## src/rtl/udp_rx_unpack_pkg.sv

```systemverilog
// Shared constants and state encoding for the UDP/IPv4 receive unpacker.
`timescale 1ns/1ps
package udp_pkg;
    localparam logic [7:0]  PREAMBLE_BYTE = 8'h55;
    localparam logic [7:0]  SFD_BYTE      = 8'hD5;
    localparam logic [15:0] ETH_TYPE_IPV4 = 16'h0800;
    localparam logic [7:0]  IP_VER_IHL    = 8'h45;
    localparam logic [7:0]  IP_PROTO_UDP  = 8'd17;
    localparam logic [31:0] CRC_POLY      = 32'hEDB88320;
    localparam logic [31:0] CRC_INIT      = 32'hFFFFFFFF;
    localparam logic [31:0] CRC_RESIDUE   = 32'hDEBB20E3;

    localparam int ETH_HDR_LEN  = 14;
    localparam int IP_HDR_LEN   = 20;
    localparam int UDP_HDR_LEN  = 8;
    localparam int PREAMBLE_LEN = 7;
    localparam int FCS_LEN      = 4;
    localparam int CNT_W        = 11;

    typedef enum logic [2:0] {
        IDLE, PREAMBLE, ETH_HDR, IP_HDR, UDP_HDR, PAYLOAD, TAIL, DROP
    } rx_state_e;
endpackage

```

## src/rtl/udp_rx_unpack_if.sv

```systemverilog
// GMII receive byte stream in, unpacked payload words and frame metadata out.
`timescale 1ns/1ps
interface udp_rx_unpack_if;
    logic [7:0]  udp_gmii_rxd;
    logic        udp_gmii_rxv;
    logic [15:0] udp_rx_data;
    logic        udp_rx_en;
    logic        udp_rx_done;
    logic        udp_rx_err;
    logic [15:0] udp_rx_len;
    logic [47:0] src_mac;
    logic [31:0] src_ip;

    modport slave (
        input  udp_gmii_rxd, udp_gmii_rxv,
        output udp_rx_data, udp_rx_en, udp_rx_done, udp_rx_err,
        output udp_rx_len, src_mac, src_ip
    );
    modport master (
        output udp_gmii_rxd, udp_gmii_rxv,
        input  udp_rx_data, udp_rx_en, udp_rx_done, udp_rx_err,
        input  udp_rx_len, src_mac, src_ip
    );
endinterface

```

## src/rtl/rx_crc32_d8.sv

```systemverilog
// Byte-wide reflected CRC-32 register; no final inversion, so a good frame leaves the residue.
`timescale 1ns/1ps
module rx_crc32_d8
    import udp_pkg::*;
(
    input  logic        gmii_rxc,
    input  logic        rstn,
    input  logic        clr_i,
    input  logic        en_i,
    input  logic [7:0]  data_i,
    output logic [31:0] crc_o
);
    logic [31:0] crc_q, crc_d;

    always_comb begin
        crc_d = crc_q ^ {24'h0, data_i};
        for (int i = 0; i < 8; i++)
            crc_d = crc_d[0] ? ((crc_d >> 1) ^ CRC_POLY) : (crc_d >> 1);
    end

    always_ff @(posedge gmii_rxc or negedge rstn) begin
        if (!rstn)      crc_q <= CRC_INIT;
        else if (clr_i) crc_q <= CRC_INIT;
        else if (en_i)  crc_q <= crc_d;
    end

    assign crc_o = crc_q;
endmodule

```

## src/rtl/udp_rx_unpack.sv

```systemverilog
// UDP/IPv4 receive unpacker: header parse and filter, 16-bit payload packing, FCS check.
`timescale 1ns/1ps
module udp_rx_unpack
    import udp_pkg::*;
#(
    parameter logic [47:0] LOCAL_MAC  = 48'h00_11_22_33_44_55,
    parameter logic [31:0] LOCAL_IP   = 32'hC0A8_0164,
    parameter logic [15:0] LOCAL_PORT = 16'd1234
) (
    input  logic           gmii_rxc,
    input  logic           rstn,
    udp_rx_unpack_if.slave bus
);
    localparam logic [CNT_W-1:0] PRE_LAST   = CNT_W'(PREAMBLE_LEN);
    localparam logic [CNT_W-1:0] ETH_DMAC   = CNT_W'(5);
    localparam logic [CNT_W-1:0] ETH_SMAC   = CNT_W'(11);
    localparam logic [CNT_W-1:0] ETH_LAST   = CNT_W'(ETH_HDR_LEN - 1);
    localparam logic [CNT_W-1:0] IP_PROTO   = CNT_W'(9);
    localparam logic [CNT_W-1:0] IP_SIP     = CNT_W'(15);
    localparam logic [CNT_W-1:0] IP_LAST    = CNT_W'(IP_HDR_LEN - 1);
    localparam logic [CNT_W-1:0] UDP_DPORT  = CNT_W'(3);
    localparam logic [CNT_W-1:0] UDP_ULEN   = CNT_W'(5);
    localparam logic [CNT_W-1:0] UDP_LAST   = CNT_W'(UDP_HDR_LEN - 1);
    localparam logic [CNT_W-1:0] FCS_BYTES  = CNT_W'(FCS_LEN);

    rx_state_e        state_q;
    logic [CNT_W-1:0] cnt_q;
    logic             rxv_q;
    logic [39:0]      sh_q;
    logic [47:0]      cur;
    logic [47:0]      mac_sh_q;
    logic [31:0]      ip_sh_q;
    logic [15:0]      plen_q;
    logic [7:0]       hi_q;
    logic [15:0]      data_q, len_q;
    logic             en_q, done_q, err_q;
    logic [47:0]      src_mac_q;
    logic [31:0]      src_ip_q;
    logic [15:0]      pay_next;
    logic [31:0]      crc;
    logic             crc_clr, crc_en;
    logic             rxv;
    logic [7:0]       rxd;

    assign rxv      = bus.udp_gmii_rxv;
    assign rxd      = bus.udp_gmii_rxd;
    // Last six bytes including the current one; header fields are compared on their final byte.
    assign cur      = {sh_q, rxd};
    assign pay_next = 16'(cnt_q) + 16'd1;
    assign crc_clr  = (state_q == IDLE);
    assign crc_en   = rxv && (state_q inside {ETH_HDR, IP_HDR, UDP_HDR, PAYLOAD, TAIL});

    rx_crc32_d8 u_crc (
        .gmii_rxc (gmii_rxc),
        .rstn     (rstn),
        .clr_i    (crc_clr),
        .en_i     (crc_en),
        .data_i   (rxd),
        .crc_o    (crc)
    );

    always_ff @(posedge gmii_rxc or negedge rstn) begin
        if (!rstn) begin
            state_q   <= IDLE;
            cnt_q     <= '0;
            // Treat reset as "rxv already high" so a frame in flight at release is skipped.
            rxv_q     <= 1'b1;
            sh_q      <= '0;
            mac_sh_q  <= '0;
            ip_sh_q   <= '0;
            plen_q    <= '0;
            hi_q      <= '0;
            data_q    <= '0;
            en_q      <= 1'b0;
            done_q    <= 1'b0;
            err_q     <= 1'b0;
            len_q     <= '0;
            src_mac_q <= '0;
            src_ip_q  <= '0;
        end else begin
            rxv_q  <= rxv;
            en_q   <= 1'b0;
            done_q <= 1'b0;
            err_q  <= 1'b0;
            if (rxv) sh_q <= cur[39:0];

            unique case (state_q)
                IDLE: begin
                    if (rxv && !rxv_q && rxd == PREAMBLE_BYTE) begin
                        state_q <= PREAMBLE;
                        cnt_q   <= CNT_W'(1);
                    end
                end
                PREAMBLE: begin
                    if (!rxv)                                      state_q <= IDLE;
                    else if (rxd == PREAMBLE_BYTE && cnt_q < PRE_LAST) cnt_q <= cnt_q + CNT_W'(1);
                    else if (rxd == SFD_BYTE && cnt_q == PRE_LAST) begin
                        state_q <= ETH_HDR;
                        cnt_q   <= '0;
                    end else                                       state_q <= DROP;
                end
                ETH_HDR: begin
                    if (!rxv) state_q <= IDLE;
                    else begin
                        cnt_q <= cnt_q + CNT_W'(1);
                        if (cnt_q == ETH_DMAC && cur != LOCAL_MAC && cur != '1)
                            state_q <= DROP;
                        else if (cnt_q == ETH_SMAC)
                            mac_sh_q <= cur;
                        else if (cnt_q == ETH_LAST) begin
                            cnt_q   <= '0;
                            state_q <= (cur[15:0] == ETH_TYPE_IPV4) ? IP_HDR : DROP;
                        end
                    end
                end
                IP_HDR: begin
                    if (!rxv) state_q <= IDLE;
                    else begin
                        cnt_q <= cnt_q + CNT_W'(1);
                        if ((cnt_q == '0 && rxd != IP_VER_IHL) ||
                            (cnt_q == IP_PROTO && rxd != IP_PROTO_UDP))
                            state_q <= DROP;
                        else if (cnt_q == IP_SIP)
                            ip_sh_q <= cur[31:0];
                        else if (cnt_q == IP_LAST) begin
                            cnt_q   <= '0;
                            state_q <= (cur[31:0] == LOCAL_IP) ? UDP_HDR : DROP;
                        end
                    end
                end
                UDP_HDR: begin
                    if (!rxv) state_q <= IDLE;
                    else begin
                        cnt_q <= cnt_q + CNT_W'(1);
                        if (cnt_q == UDP_DPORT && cur[15:0] != LOCAL_PORT)
                            state_q <= DROP;
                        else if (cnt_q == UDP_ULEN) begin
                            if (cur[15:0] < 16'(UDP_HDR_LEN)) state_q <= DROP;
                            plen_q <= cur[15:0] - 16'(UDP_HDR_LEN);
                        end else if (cnt_q == UDP_LAST) begin
                            // Commit point: metadata becomes visible and stays until the next commit.
                            cnt_q     <= '0;
                            src_mac_q <= mac_sh_q;
                            src_ip_q  <= ip_sh_q;
                            len_q     <= plen_q;
                            state_q   <= (plen_q == '0) ? TAIL : PAYLOAD;
                        end
                    end
                end
                PAYLOAD: begin
                    if (!rxv) begin
                        err_q   <= 1'b1;
                        state_q <= IDLE;
                    end else begin
                        cnt_q <= cnt_q + CNT_W'(1);
                        if (!cnt_q[0]) hi_q <= rxd;
                        if (cnt_q[0]) begin
                            data_q <= {hi_q, rxd};
                            en_q   <= 1'b1;
                        end else if (pay_next == len_q) begin
                            data_q <= {rxd, 8'h00};
                            en_q   <= 1'b1;
                        end
                        if (pay_next == len_q) begin
                            cnt_q   <= '0;
                            state_q <= TAIL;
                        end
                    end
                end
                TAIL: begin
                    if (!rxv) begin
                        state_q <= IDLE;
                        if (cnt_q < FCS_BYTES || crc != CRC_RESIDUE) err_q  <= 1'b1;
                        else                                          done_q <= 1'b1;
                    end else if (cnt_q < FCS_BYTES) begin
                        cnt_q <= cnt_q + CNT_W'(1);
                    end
                end
                DROP: begin
                    if (!rxv) state_q <= IDLE;
                end
                default: state_q <= IDLE;
            endcase
        end
    end

    assign bus.udp_rx_data = data_q;
    assign bus.udp_rx_en   = en_q;
    assign bus.udp_rx_done = done_q;
    assign bus.udp_rx_err  = err_q;
    assign bus.udp_rx_len  = len_q;
    assign bus.src_mac     = src_mac_q;
    assign bus.src_ip      = src_ip_q;
endmodule
```

## src/flat_wrapper.sv

```systemverilog
// flat-port wrapper written by rule: the top's interface ports become plain ports
module udp_rx_unpack_flat import udp_pkg::*;
#(
    parameter logic [47:0] LOCAL_MAC  = 48'h00_11_22_33_44_55,
    parameter logic [31:0] LOCAL_IP   = 32'hC0A8_0164,
    parameter logic [15:0] LOCAL_PORT = 16'd1234
)
  (gmii_rxc, rstn, bus_udp_gmii_rxd, bus_udp_gmii_rxv, bus_udp_rx_data, bus_udp_rx_en, bus_udp_rx_done, bus_udp_rx_err, bus_udp_rx_len, bus_src_mac, bus_src_ip);
  udp_rx_unpack_if bus_i ();
  input  logic gmii_rxc;
  input  logic rstn;
  input wire logic [$bits(bus_i.udp_gmii_rxd)-1:0] bus_udp_gmii_rxd;
  input wire logic [$bits(bus_i.udp_gmii_rxv)-1:0] bus_udp_gmii_rxv;
  output wire logic [$bits(bus_i.udp_rx_data)-1:0] bus_udp_rx_data;
  output wire logic [$bits(bus_i.udp_rx_en)-1:0] bus_udp_rx_en;
  output wire logic [$bits(bus_i.udp_rx_done)-1:0] bus_udp_rx_done;
  output wire logic [$bits(bus_i.udp_rx_err)-1:0] bus_udp_rx_err;
  output wire logic [$bits(bus_i.udp_rx_len)-1:0] bus_udp_rx_len;
  output wire logic [$bits(bus_i.src_mac)-1:0] bus_src_mac;
  output wire logic [$bits(bus_i.src_ip)-1:0] bus_src_ip;
  assign bus_i.udp_gmii_rxd = bus_udp_gmii_rxd;
  assign bus_i.udp_gmii_rxv = bus_udp_gmii_rxv;
  assign bus_udp_rx_data = bus_i.udp_rx_data;
  assign bus_udp_rx_en = bus_i.udp_rx_en;
  assign bus_udp_rx_done = bus_i.udp_rx_done;
  assign bus_udp_rx_err = bus_i.udp_rx_err;
  assign bus_udp_rx_len = bus_i.udp_rx_len;
  assign bus_src_mac = bus_i.src_mac;
  assign bus_src_ip = bus_i.src_ip;
  udp_rx_unpack #(.LOCAL_MAC(LOCAL_MAC), .LOCAL_IP(LOCAL_IP), .LOCAL_PORT(LOCAL_PORT)) u_core (.gmii_rxc(gmii_rxc), .rstn(rstn), .bus(bus_i));
endmodule
```

## config.mk

```make
export PLATFORM = sky130hd
export DESIGN_NAME = udp_rx_unpack_flat
export DESIGN_NICKNAME = d
export VERILOG_FILES = /design/src/rtl/udp_rx_unpack_pkg.sv /design/src/rtl/udp_rx_unpack_if.sv /design/src/rtl/rx_crc32_d8.sv /design/src/rtl/udp_rx_unpack.sv /design/src/flat_wrapper.sv
export SDC_FILE = /design/constraint.sdc
export NUM_CORES = 1
export LEC_CHECK = 0
export BUFFER_PORTS_ARGS = -buffer_cell sky130_fd_sc_hd__buf_2
export CORE_MARGIN = 2
export CORE_UTILIZATION = 41
export CTS_BUF_LIST = sky130_fd_sc_hd__clkbuf_4 sky130_fd_sc_hd__clkbuf_8
export CTS_CLUSTER_SIZE = 28
export DETAILED_ROUTE_END_ITERATION = 7
export PLACE_DENSITY_LB_ADDON = 0.25
export RECOVER_POWER = 25
export SYNTH_ARGS = -nofsm -noshare
export SYNTH_HDL_FRONTEND = slang
export SYNTH_HIERARCHICAL = 1
export SYNTH_SLANG_ARGS = --single-unit
```

## constraint.sdc

```tcl
create_clock -name gmii_rxc -period 6.78 [get_ports gmii_rxc]
set_input_delay 1.356 -clock gmii_rxc [delete_from_list [all_inputs] [get_ports gmii_rxc]]
set_output_delay 1.356 -clock gmii_rxc [all_outputs]
set_load 0.005 [all_outputs]
```

======== After elaboration in Yosys (flattened, before gate mapping) ========
Cells that the tools add are included.
cells by class
  add/subtract/negate cells ............... 3
  magnitude comparators ................... 3
  equal/unequal tests ..................... 44
  multiplexer cells ....................... 68
  bitwise operators ....................... 14
  reductions and logical operators ........ 29
operators with widths
  kind                     count
  $mux W32                 10
  $mux W11                 20
  $not A13 Y14             8
  $pmux W11 S7             1
  $mux W3                  21
  $ne A48 B37 Y1 const B   1
  $ne A48 B48 Y1 const B   1
  $eq A11 B4 Y1 const B    4
  $eq A32 B32 Y1 const B   1
  $mux W16                 2
  $ne A32 B32 Y1 const B   1
  $xor A32 B8 Y32          1
  $eq A11 B3 Y1 const B    2
  $lt A11 B3 Y1 const B    2
  $pmux W3 S7              1
  $reduce_and A10 Y1       2
  $ne A2 B2 Y1 const B     9
  $eq A16 B12 Y1 const B   1
  $eq A16 B16 Y1           1
  $logic_not A16 Y1        1
  $lt A16 B4 Y1 const B    1
  $ne A16 B11 Y1 const B   1
  $ne A4 B4 Y1 const B     4
  $sub A16 B4 Y16 const B  1
  other kinds (30)         64
word-level totals
  bits in registers ....................... 306
  output and inout bits ................... 115
  logic and storage cells ................. 177

======== Depth between registers and ports, before layout ========
Gate-level depths: netlist (run 1).
  word-level depth ........................ 19
  gate-level depth with buffers ........... 13
  mapped depth without buffers ............ 10

======== Modules after synthesis ========
Netlist (run 1), hierarchy kept.
modules (own cells, without submodules)
  module         times used  cells an instance  area each (um^2)
  udp_rx_unpack  1           911                11881.4
  rx_crc32_d8    1           192                2078.2

======== Worst setup path before layout (run 1) ========
OpenSTA, ideal clock, no wires.
  path kind ............................... input to register
  from .................................... input bus_udp_gmii_rxd[7]
  to ...................................... register u_core.state_q[0]
  library setup time ...................... 0.128 ns
  data arrival time ....................... 3.296 ns
  data required time ...................... 6.652 ns
  setup slack ............................. 3.357 ns
  stages .................................. 9
  buffers on the path ..................... 1
  path through ............................ clkbuf_1 -> and4bb_2 -> nand2b_1 -> nor4_1 -> a31oi_1 -> o41a_1 -> o211ai_1 -> o21bai_1 -> mux2_1
on the way
  longest elaborated chain between the ends .. 7
  elaborated cells between the ends (all ways) .. 40
ends and longest elaborated chain
  element               RTL line              RTL
  from (decl)           flat_wrapper.sv:12    input wire logic [$bits(bus_i.udp_gmii_rxd)-1:0] bus_udp_gmii_rxd;
  $eq A32 B32 Y1        udp_rx_unpack.sv:127  state_q <= (cur[31:0] == LOCAL_IP) ? UDP_HDR : DROP;
  $mux W2               udp_rx_unpack.sv:127
  $mux W3               udp_rx_unpack.sv:125  else if (cnt_q == IP_LAST) begin
  $mux W3               udp_rx_unpack.sv:123  else if (cnt_q == IP_SIP)
  $mux W3               udp_rx_unpack.sv:120  if ((cnt_q == '0 && rxd != IP_VER_IHL) ||
  $mux W3               udp_rx_unpack.sv:117  if (!rxv) state_q <= IDLE;
  $pmux W3 S7           udp_rx_unpack.sv:87   unique case (state_q)
  to (signal assigned)  udp_rx_unpack.sv:112  state_q <= (cur[15:0] == ETH_TYPE_IPV4) ? IP_HDR : DROP;
  to (signal assigned)  udp_rx_unpack.sv:127
  to (signal assigned)  udp_rx_unpack.sv:146  state_q <= (plen_q == '0) ? TAIL : PAYLOAD;
  to (decl)             udp_rx_unpack.sv:26   rx_state_e state_q;
Parallel ways exist; a longest one is shown, timed or not. The select of a mux whose other input is x is not followed.
A chain may end at the register's enable or synchronous reset.

======== Final worst setup path (run 1) ========
  from .................................... input bus_udp_gmii_rxv
  to ...................................... register u_core.u_crc.crc_q[18], in the netlist u_core/u_crc/crc_o[18]
on the way
  longest elaborated chain between the ends .. 2
ends and longest elaborated chain
  element                              RTL line             RTL
  from (decl)                          flat_wrapper.sv:13   input wire logic [$bits(bus_i.udp_gmii_rxv)-1:0] bus_udp_gmii_rxv;
  $logic_and A1 B1 Y1                  udp_rx_unpack.sv:51  assign crc_en = rxv && (state_q inside {ETH_HDR, IP_HDR, UDP_HDR, PAYLOAD, TAIL});
  net u_core.crc_en                    udp_rx_unpack.sv:41  logic crc_clr, crc_en;
  $reduce_bool A2 Y1 (no source line)  -
  to (signal assigned)                 rx_crc32_d8.sv:24    else if (en_i) crc_q <= crc_d;
  to (decl)                            rx_crc32_d8.sv:13    logic [31:0] crc_q, crc_d;
The timed path passes the listed nets, and every way through them passes these cells.

==> impl_metrics.py, run 1 <==
metrics = {
    "setup_path": {
        "slowest_delay_ps": 1870,
        "crit_buf_inv": 4,
        "critPathMaxFanout": 50,
        "cp-end-kind": "flip-flop",
        "start_kind": "primary input",
        "cp_common_cell": "clkbuf_1",
        "worstPathRequired_ps": 7290,
        "crit_slowest_cell": "clkbuf_1",
        "path_cells": "clkbuf_1 > clkbuf_1 > o21ai_0 > a31oi_2 > buf_4 > inv_1 > nor2_1 > a21oi_1",
        "crit_family": "buffers and inverters",
        "path_class": "in -> reg",
        "critPathArrivalTime_ps": 5470,
    },
    "global_routing": {
        "grt_overflow": 0,
        "grt_pass1_vias": 9355,
        "grt_usage_pct": 19.7,
        "grt_pass1_wl_um": 54900,
        "grt_start_max_net_pins": 127,
        "antenna_found_initial": 0,
    },
    "detailed_routing": {
        "drt_iter0_drc": 561,
        "post_drt_wl_per_cell_um": 20.3,
        "drc": 0,
        "wirelength_um": 34600,
        "drtAntennaViolNets": 0,
        "dr.pass1.iters": 5,
        "vias": 9194,
        "avgViaCountPerCell": 5.38,
    },
    "final_layout": {
        "stdcell_count": 1709,
        "antenna_cells": 0,
        "syn_to_final_growth_pct": 15.0,
        "drive_gt1_share_pct": 41.7,
        "nNetsFinal": 1234,
    },
    "yosys": {
        "ys_ff_latch": 306,
        "synth_ff_type": "dfrtp_1",
        "yosys_warnings": 6,
        "async_flop_share_pct": 100,
        "syn-cell-area_mm2": 0.0140,
        "synthTopCellsByCount": "273 x dfrtp_1, 225 x mux2_2, 53 x nand2_1, 45 x xnor2_1, 44 x clkbuf_1",
        "synth_nets": 1118,
        "synth_area_per_cell_um2": 12.7,
        "synth_edf_count": 0,
        "yosysSeqAreaShare_pct": 55.1,
        "synth_top_area_share_pct": 48.9,
        "ys_types": 76,
        "syn_inst": 1103,
        "synth_top_cell_by_area": "dfrtp_1",
        "synth_top_cells_by_area": "dfrtp_1 49%, mux2_2 18%, dfstp_2 6.2%",
        "synth_most_common_cell": "dfrtp_1",
    },
    "power_and_ir_drop": {
        "combPwrFrac_pct": 28.3,
        "power_switching_mw": 1.96,
        "powerDensity_mw_per_mm2": 363,
        "swShare_pct": 33.6,
        "intPower_mw": 3.87,
        "p_leak_nw": 7.67,
        "ir_worst_vdd_mv": 0.195,
        "p_clk_share_pct": 29.7,
        "p_seq_share_pct": 42.0,
    },
    "timing": {
        "finalHoldViolations": 0,
        "hold_ws_ps": 488,
        "tns_ps": 0,
        "setup_viol": 0,
        "min_period_ps": 4960,
        "report.final.slew_viol_count": 175,
        "rsz0062_at_grt": "false",
        "fin_worst_skew_ps": 55.6,
        "clock.fmax_mhz": 201,
        "fin_crit_sh_pct": 73.2,
        "worst_pin_slew_ps": 3240,
        "slew_headroom_pct": -116,
    },
    "clocking": {
        "clk_pin_slew_ps": 60,
        "tritoncts": "yes",
        "clk_latency_ps": 610,
        "ctsHoldBuffers": 0,
        "cts_setup_buffers": 0,
        "cts_buffer_depth": 3,
        "cts_buffers": 52,
        "h-tree-depth": 2,
        "cts_sinks": 306,
        "postCtsResizedCells": 0,
        "root_buffer": "clkbuf_8",
    },
    "placed_design": {
        "gp_congestion": 0.906,
        "post-place-cells": 1613,
        "portBuffers": 125,
        "dp_hpwl_um": 22800,
    },
    "worst_hold_path": {
        "hold_class": "reg -> reg",
    },
    "run": {
        "max_cap_viol_count": 2,
    },
    "die": {
        "die_w_um": 189,
        "row_count": 67,
        "fp.dieH_um": 189,
        "die-area_mm2": 0.0355,
        "initial_utilization_pct": 41.6,
        "io-pin-count": 126,
        "core_mm2": 0.0335,
    },
    "run_status": {
        "outcome": "complete, but fails checks",
        "violations": "max-capacitance violations, max-slew violations",
    },
}
state kept, by name (all words and copies together) (netlist names):
register                cells
u_core/bus.src_mac         48
u_core/mac_sh_q            48
u_core/sh_q                40
u_core/bus.src_ip          32
u_core/ip_sh_q             32
u_core/u_crc/crc_o         32
u_core/bus.udp_rx_data     16
u_core/bus.udp_rx_len      16
u_core/plen_q              16
u_core/cnt_q               11
u_core/hi_q                 8
u_core/state_q              3
u_core/bus.udp_rx_done      1
u_core/bus.udp_rx_en        1
u_core/bus.udp_rx_err       1
u_core/rxv_q                1
cells in the final DEF (no fill, tap or decap), types with 3 or more instances in the layout:
cell type    n
and2_1       3
or2_2       14
xnor2_1     45
nand4_1     22
nor4_1      28
or3_1        4
dfstp_2     33
xnor2_4      3
a211o_1      5
and3_1       4
a31oi_1      6
and3b_1      3
nand3_1     12
nor3_1      18
nor2b_1     11
clkinv_2     9
buf_4        7
mux2i_1     12
nand3b_1     6
xnor2_2     11
buf_2      123
o31ai_1      6
o21ai_0     41
ha_1         4
nor4b_1      8
inv_1       13
nor2_1      35
xor2_1      27
clkbuf_4    20
dfrtp_1    273
clkbuf_8    63
nand2_1     53
mux2_2     225
a22o_1       9
a21oi_1     41
area by class of cell:
class                   instances  area, um2
fillers                      3050      17500
flip-flops and latches        306       7700
multi-input cells             712       5940
clock buffers                  83       1020
repair buffers                134        701
well taps                     448        561
clock inverters                13       88.8
inverters                      13       48.8
routing by layer:
layer	vias to the layer above	share of wire [%]	track usage (%)
li1	4214	-	-
met1	4695	46	27.4
met2	230	47	31.3
met3	55	4.8	3.99
met4	0	1.8	5.59
met5	-	0	0
power groups by stage:
| stage | registers [mW] | logic [mW] | clock network [mW] |
|---|---|---|---|
| floorplan | 2.29 | 1.36 | 0 |
| global placement | 2.48 | 1.62 | 0 |
| detailed placement | 2.48 | 1.63 | 0 |
| CTS | 2.45 | 1.65 | 1.79 |
| global route | 2.48 | 1.81 | 1.87 |
| finish | 2.45 | 1.65 | 1.73 |
cell families after synthesis:
kind of cell	Yosys count	synth area share, %
and+or+nand+nor	242	9.70
muxes	238	19.1
adders and majority gates	4	0.359
DFF	306	55.1
AOI/OAI and AO/OA	140	6.50
buffers and inverters	85	2.47
xor gates and xnor gates	88	6.73
worst paths after layout:
check / from / slack [ps] / cells after the start / endpoint
max: bus_udp_gmii_rxv / 1820 / 8 / u_core/u_crc/crc_o[18]$_DFFE_PN1P_
min reg2reg: u_core/bus.udp_rx_data[11]$_DFFE_PN0P_ / 490 / 2 / u_core/bus.udp_rx_data[11]$_DFFE_PN0P_
min in group asynchronous: rstn / 1780 / 1 / u_core/bus.udp_rx_data[14]$_DFFE_PN0P_
max reg2reg: u_core/cnt_q[0]$_DFFE_PN0P_ / 3020 / 9 / u_core/cnt_q[9]$_DFFE_PN0P_
min: u_core/bus.udp_rx_data[11]$_DFFE_PN0P_ / 490 / 2 / u_core/bus.udp_rx_data[11]$_DFFE_PN0P_
max in group asynchronous: rstn / 2950 / 2 / u_core/bus.src_mac[22]$_DFFE_PN0P_
metrics by stage:
step / cell area (um2) / setup slack, ps / util [%] / power, mW
after floorplan: 14000 / 3360 / - / 3.65
after global placement: 15000 / 2990 / 44.6 / 4.10
after detailed placement: 15000 / 2840 / 44.6 / 4.11
after CTS: 16100 / 3020 / 47.9 / 5.88
after global routing: 16100 / 1450 / 47.9 / 6.17
final: 16100 / 1820 / 47.9 / 5.83
worst reg2reg max path, cell delays in order, from the launching register on:
cell      delay [ps]
dfrtp_1          840
ha_1             460
nand2_1          280
or3_1            430
a221oi_1         290
nand4b_1         190
a211oi_4         420
o21ai_2          250
and3_1           250
a221o_1          250
Note: power is estimated with default switching activity, not from simulation.
==> run 2: changes to the inputs <==
==> constraint.sdc (replaced) <==
create_clock -name gmii_rxc -period 4.25 [get_ports gmii_rxc]
set_input_delay 0.85 -clock gmii_rxc [delete_from_list [all_inputs] [get_ports gmii_rxc]]
set_output_delay 0.85 -clock gmii_rxc [all_outputs]
set_load 0.005 [all_outputs]
==> run 2 against run 1 <==
Effect of this change: the flow still finishes with violations (max-capacitance violations, max-slew violations); power increased by 65%; setup slack got worse by 950 ps; via count grew 0.69%; register-to-register slack got worse by 2200 ps; routed wire length shrank 0.42%; sequential power rose by 58%; clock power grew 77%; combinational power is 62% higher; die area unchanged; critical path type is now reg -> reg; clock skew fell by 37 ps; critical path depth increased by 1.
==> impl_metrics.py, run 2 (synthesis gave the netlist of run 1 again) <==
metrics = {
    "run_status": {
        "outcome": "complete, but fails checks",
        "violations": "max-capacitance violations, max-slew violations",
    },
    "detailed_routing": {
        "wirelength_um": 34500,
        "wl_met1_um": 15800,
        "top_layer_used": "met4",
        "met3_length_um": 2090,
        "post_drt_wl_per_cell_um": 20.1,
        "dr_wl_met2_um": 15800,
        "drt_iter0_drc": 704,
        "drc": 0,
        "dr.pass1.iters": 5,
        "vias": 9257,
        "avgViaCountPerCell": 5.39,
        "drtAntennaViolNets": 0,
    },
    "final_layout": {
        "final_common_cell": "dfrtp_1",
        "nNetsFinal": 1240,
        "mostFrequentLayoutCells": "273 x dfrtp_1, 225 x mux2_2, 124 x buf_2, 71 x clkbuf_8, 53 x nand2_1",
        "utilization_pct": 48.5,
        "antenna_cells": 0,
        "stdcell_count": 1718,
        "syn_to_final_growth_pct": 16.5,
        "final_area_mm2": 0.0163,
        "drive_gt1_share_pct": 42.3,
    },
    "global_routing": {
        "grt_pass1_vias": 9527,
        "grt_start_max_net_pins": 99,
        "grt_usage_pct": 19.7,
        "grt_overflow": 0,
        "antenna_found_initial": 0,
        "grt_pass1_wl_um": 55300,
    },
    "power_and_ir_drop": {
        "powerDensity_mw_per_mm2": 590,
        "p_leak_nw": 7.78,
        "intPower_mw": 6.47,
        "combPwrFrac_pct": 27.9,
        "p_clk_share_pct": 31.8,
        "p_seq_share_pct": 40.3,
        "ir_worst_vdd_mv": 0.308,
        "p_total_mw": 9.59,
        "power_switching_mw": 3.12,
        "swShare_pct": 32.6,
    },
    "setup_path": {
        "slowest_delay_ps": 440,
        "start_kind": "flip-flop",
        "worstPathRequired_ps": 4730,
        "crit_family": "compound AO/OA/AOI/OAI gates",
        "crit_slowest_cell": "or3_1",
        "path_cells": "ha_1 > nand2_1 > or3_1 > a221oi_1 > nand4b_1 > a211oi_4 > o21ai_2 > and3_1 > a221o_1",
        "cp-end-kind": "flip-flop",
        "path_class": "reg -> reg",
        "crit_buf_inv": 0,
        "critPathArrivalTime_ps": 3860,
        "critPathMaxFanout": 15,
    },
    "timing": {
        "hold_ws_ps": 478,
        "tns_ps": 0,
        "worst_slack_ps": 868,
        "worst_pin_slew_ps": 2570,
        "setup_viol": 0,
        "finalHoldViolations": 0,
        "min_period_ps": 3380,
        "fin_crit_sh_pct": 79.6,
        "fin_worst_skew_ps": 18.8,
        "rsz0062_at_grt": "false",
        "slew_headroom_pct": -71.2,
        "clock.fmax_mhz": 296,
        "report.final.slew_viol_count": 97,
    },
    "clocking": {
        "cts_setup_buffers": 0,
        "cts_buffer_depth": 3,
        "clk_pin_slew_ps": 60,
        "cts_sinks": 306,
        "postCtsResizedCells": 0,
        "clk_latency_ps": 610,
        "cts_buffers": 53,
        "tritoncts": "yes",
        "h-tree-depth": 2,
        "ctsHoldBuffers": 0,
        "root_buffer": "clkbuf_8",
    },
    "die": {
        "row_count": 67,
        "fp.dieH_um": 189,
        "core_mm2": 0.0335,
        "io-pin-count": 126,
        "die_w_um": 189,
        "initial_utilization_pct": 41.6,
        "die-area_mm2": 0.0355,
    },
    "placed_design": {
        "gp_congestion": 0.908,
        "place_area_mm2": 0.0150,
        "dp_hpwl_um": 22900,
        "dp_slack_ps": 864,
        "post-place-cells": 1618,
        "portBuffers": 125,
    },
    "run": {
        "max_cap_viol_count": 1,
    },
    "worst_hold_path": {
        "hold_class": "reg -> reg",
    },
}
-- run 2: cell count changes in the layout (fill, tap and decap cells not counted) --
cell | before | now
clkbuf_8 | 63 | 71
clkbuf_4 | 20 | 14
buf_4 | 7 | 10
bufinv_16 | 0 | 3
buf_12 | 1 | 3
clkbuf_1 | 2 | 0
buf_2 | 123 | 124
clkbuf_2 | 1 | 2
clkinvlp_4 | 2 | 1
inv_12 | 0 | 1
inv_16 | 1 | 0
inv_6 | 1 | 0
inv_8 | 0 | 1
-- run 2: worst reg2reg max path: cells and delay by family (launching register included) --
family | cells | cell delay, ps
simple gates | 4 | 1240
compound gates | 4 | 1260
flops | 1 | 400
fa+ha+maj | 1 | 360
-- run 2: metal layers --
| layer | global-route usage [%] | up-vias |
|---|---|---|
| met2 | 30.6 | 309 |
| met3 | 4.49 | 56 |
| li1 | - | 4237 |
| met1 | 27.9 | 4655 |
| met4 | 5.47 | 0 |
| met5 | 0 | - |
-- run 2: final cells by class --
cell class	instances	area, um2
clock buffers	85	1080
inverters	13	48.8
repair buffers	139	766
fillers	3055	17300
clock inverters	15	170
well taps	448	561
multi-input cells	712	5940
flip-flops and latches	306	7700
-- run 2: power by group through the flow --
stage / Sequential [mW] / Combinational, mW / Clock, mW
2_1_floorplan: 3.66 / 2.17 / 0
3_5_place_dp: 3.91 / 2.66 / 0
4_1_cts: 3.86 / 2.68 / 3.14
3_3_place_gp: 3.90 / 2.63 / 0
5_1_grt: 3.92 / 2.97 / 3.27
6_report: 3.86 / 2.68 / 3.06
-- run 2: worst paths after layout --
path	startpoint	endpoint	slack (ps)	cells after the start
min	u_core/bus.udp_rx_data[11]$_DFFE_PN0P_	u_core/bus.udp_rx_data[11]$_DFFE_PN0P_	480	2
min in group asynchronous	rstn	u_core/bus.udp_rx_data[1]$_DFFE_PN0P_	1040	1
max reg2reg	u_core/cnt_q[1]$_DFFE_PN0P_	u_core/cnt_q[9]$_DFFE_PN0P_	870	9
min reg2reg	u_core/bus.udp_rx_data[11]$_DFFE_PN0P_	u_core/bus.udp_rx_data[11]$_DFFE_PN0P_	480	2
max in group asynchronous	rstn	u_core/bus.src_mac[40]$_DFFE_PN0P_	1440	2
max	u_core/cnt_q[1]$_DFFE_PN0P_	u_core/cnt_q[9]$_DFFE_PN0P_	870	9
==> run 3: changes to the inputs <==
==> constraint.sdc (replaced) <==
create_clock -name gmii_rxc -period 3 [get_ports gmii_rxc]
set_input_delay 0.6 -clock gmii_rxc [delete_from_list [all_inputs] [get_ports gmii_rxc]]
set_output_delay 0.6 -clock gmii_rxc [all_outputs]
set_load 0.005 [all_outputs]
==> run 3 against run 2 <==
Effect of this change: the run still ends with max-capacitance violations, max-slew violations left; hold slack improved by 12 ps; utilization grew 1.2 points; global-route usage up 0.50 points; count of clock-buffer cells in the layout is 1 lower; power up 41%; sequential cell count is the same; sequential power rose by 40%; routed wire length increased by 2.7%; clock skew is 13 ps higher; non-clock buffer count up 52; via count up 1.4%; largest power group unchanged.
==> impl_metrics.py, run 3 (synthesis gave the netlist of run 1 again) <==
metrics = {
    "power_and_ir_drop": {
        "p_total_mw": 13.6,
        "powerDensity_mw_per_mm2": 814,
        "ir_worst_vdd_mv": 0.377,
        "p_leak_nw": 8.00,
    },
    "placed_design": {
        "dp_hpwl_um": 24000,
        "gp_congestion": 0.982,
        "place_area_mm2": 0.0154,
        "portBuffers": 125,
    },
    "timing": {
        "min_period_ps": 2880,
        "tns_ps": 0,
        "finalHoldViolations": 0,
        "fin_crit_sh_pct": 96.0,
        "fin_worst_skew_ps": 31.4,
        "hold_ws_ps": 490,
        "clock.fmax_mhz": 347,
        "rsz0062_at_grt": "false",
        "worst_pin_slew_ps": 2220,
        "setup_viol": 0,
        "report.final.slew_viol_count": 108,
        "slew_headroom_pct": -48.1,
    },
    "global_routing": {
        "grt_pass1_vias": 9793,
        "grt_pass1_wl_um": 56400,
        "antenna_found_initial": 1,
        "grt_start_max_net_pins": 69,
        "grt_overflow": 0,
        "grt_usage_pct": 20.2,
    },
    "worst_hold_path": {
        "hp-start": "u_core/bus.udp_rx_data[15]$_DFFE_PN0P_",
        "hold_end": "u_core/bus.udp_rx_data[15]$_DFFE_PN0P_",
        "hold_depth": 2,
        "hold_class": "reg -> reg",
    },
    "run_status": {
        "violations": "max-capacitance violations, max-slew violations",
        "outcome": "complete, but fails checks",
    },
    "clocking": {
        "cts_sinks": 306,
        "cts_buffer_depth": 3,
        "cts_setup_buffers": 0,
        "tritoncts": "yes",
        "h-tree-depth": 2,
        "root_buffer": "clkbuf_8",
        "clk_pin_slew_ps": 60,
        "clk_latency_ps": 620,
        "cts_buffers": 52,
    },
    "setup_path": {
        "r2r-end": "u_core/cnt_q[9]$_DFFE_PN0P_",
        "crit_family": "simple AND/OR/NAND/NOR gates",
        "critPathArrivalTime_ps": 3350,
        "r2r_cells": 8,
        "path_cells": "and4_2 > nand4_4 > or4b_1 > a31o_1 > a211oi_4 > o21ai_2 > and3_1 > a221o_1",
        "path_class": "reg -> reg",
        "slowest_delay_ps": 480,
        "critPathMaxFanout": 11,
        "r2r_setup_slack_ps": 120,
        "crit_slowest_cell": "dfrtp_2",
        "worstPathRequired_ps": 3470,
        "cp-end-kind": "flip-flop",
        "start_kind": "flip-flop",
        "crit_buf_inv": 0,
        "r2r-start": "u_core/cnt_q[4]$_DFFE_PN0P_",
    },
    "detailed_routing": {
        "met3_length_um": 1940,
        "post_drt_wl_per_cell_um": 20.0,
        "drtAntennaViolNets": 0,
        "vias": 9384,
        "avgViaCountPerCell": 5.31,
        "drt_iter0_drc": 612,
        "drc": 0,
        "dr.pass1.iters": 5,
        "wirelength_um": 35400,
        "top_layer_used": "met4",
        "wl_met1_um": 16200,
        "dr_wl_met2_um": 16400,
    },
    "die": {
        "core_mm2": 0.0335,
        "die_w_um": 189,
        "fp.dieH_um": 189,
        "initial_utilization_pct": 41.6,
        "row_count": 67,
        "die-area_mm2": 0.0355,
        "io-pin-count": 126,
    },
    "final_layout": {
        "nNetsFinal": 1291,
        "drive_gt1_share_pct": 45.0,
        "utilization_pct": 49.7,
        "final_area_mm2": 0.0167,
        "mostFrequentLayoutCells": "269 x dfrtp_1, 225 x mux2_2, 123 x buf_2, 64 x clkbuf_8, 58 x buf_4",
        "syn_to_final_growth_pct": 19.3,
        "final_common_cell": "dfrtp_1",
    },
    "run": {
        "max_cap_viol_count": 2,
    },
}
## run 3: where the power goes
group / switching [mW] / total (mW) / internal [mW]
registers: 0.605 / 5.39 / 4.78
clock network: 1.74 / 4.11 / 2.37
logic: 2.11 / 4.07 / 1.96
## run 3: metal layers
layer	vias up	track usage, %
li1	4342	-
met1	4732	28.1
met2	255	31.7
met3	55	4.43
met4	0	6.46
met5	-	0
## run 3: how the worst max path moves through the flow
stage / startpoint / to / slack (ps) / cells past startpoint
after CTS: u_core/cnt_q[3]$_DFFE_PN0P_ / u_core/state_q[0]$_DFFE_PN0P_ / 10 / 10
final: u_core/cnt_q[4]$_DFFE_PN0P_ / u_core/cnt_q[9]$_DFFE_PN0P_ / 120 / 8
after global routing: u_core/cnt_q[4]$_DFFE_PN0P_ / u_core/cnt_q[9]$_DFFE_PN0P_ / 10 / 8
after detailed placement: u_core/cnt_q[3]$_DFFE_PN0P_ / u_core/state_q[0]$_DFFE_PN0P_ / 50 / 10
after floorplan: u_core/cnt_q[0]$_DFFE_PN0P_ / u_core/bus.udp_rx_data[5]$_DFFE_PN0P_ / 9 / 12
after global placement: u_core/cnt_q[3]$_DFFE_PN0P_ / u_core/state_q[0]$_DFFE_PN0P_ / 40 / 10
## run 3: stage by stage
| stage | setup slack, ps | std cells |
|---|---|---|
| floorplan | 8.92 | 1103 |
| global placement | 41.7 | 1669 |
| detailed placement | 47.3 | 1669 |
| CTS | 14.9 | 1767 |
| global route | 9.58 | 1768 |
| finish | 120 | 1768 |
## run 3: area by class of cell
class,instances,area [um2]
Antenna cell,1,2.50
Sequential cell,306,7700
Clock buffer,84,1030
Fill cell,3043,16900
Multi-Input combinational cell,712,5980
Clock inverter,13,140
Inverter,13,48.8
Tap cell,448,561
Timing Repair Buffer,191,1190
## run 3: repair_timing
item	4_1_cts	5_1_grt
endpoints found under the hold margin	37	0
endpoints found under the setup margin	0	25
hold buffers	1	0
resized for setup	0	11
## run 3: worst reg2reg max path: cells and delay by family (launching register included)
family | cells | cell delay [ps]
simple gates | 4 | 1180
flops | 1 | 480
compound gates | 4 | 1100
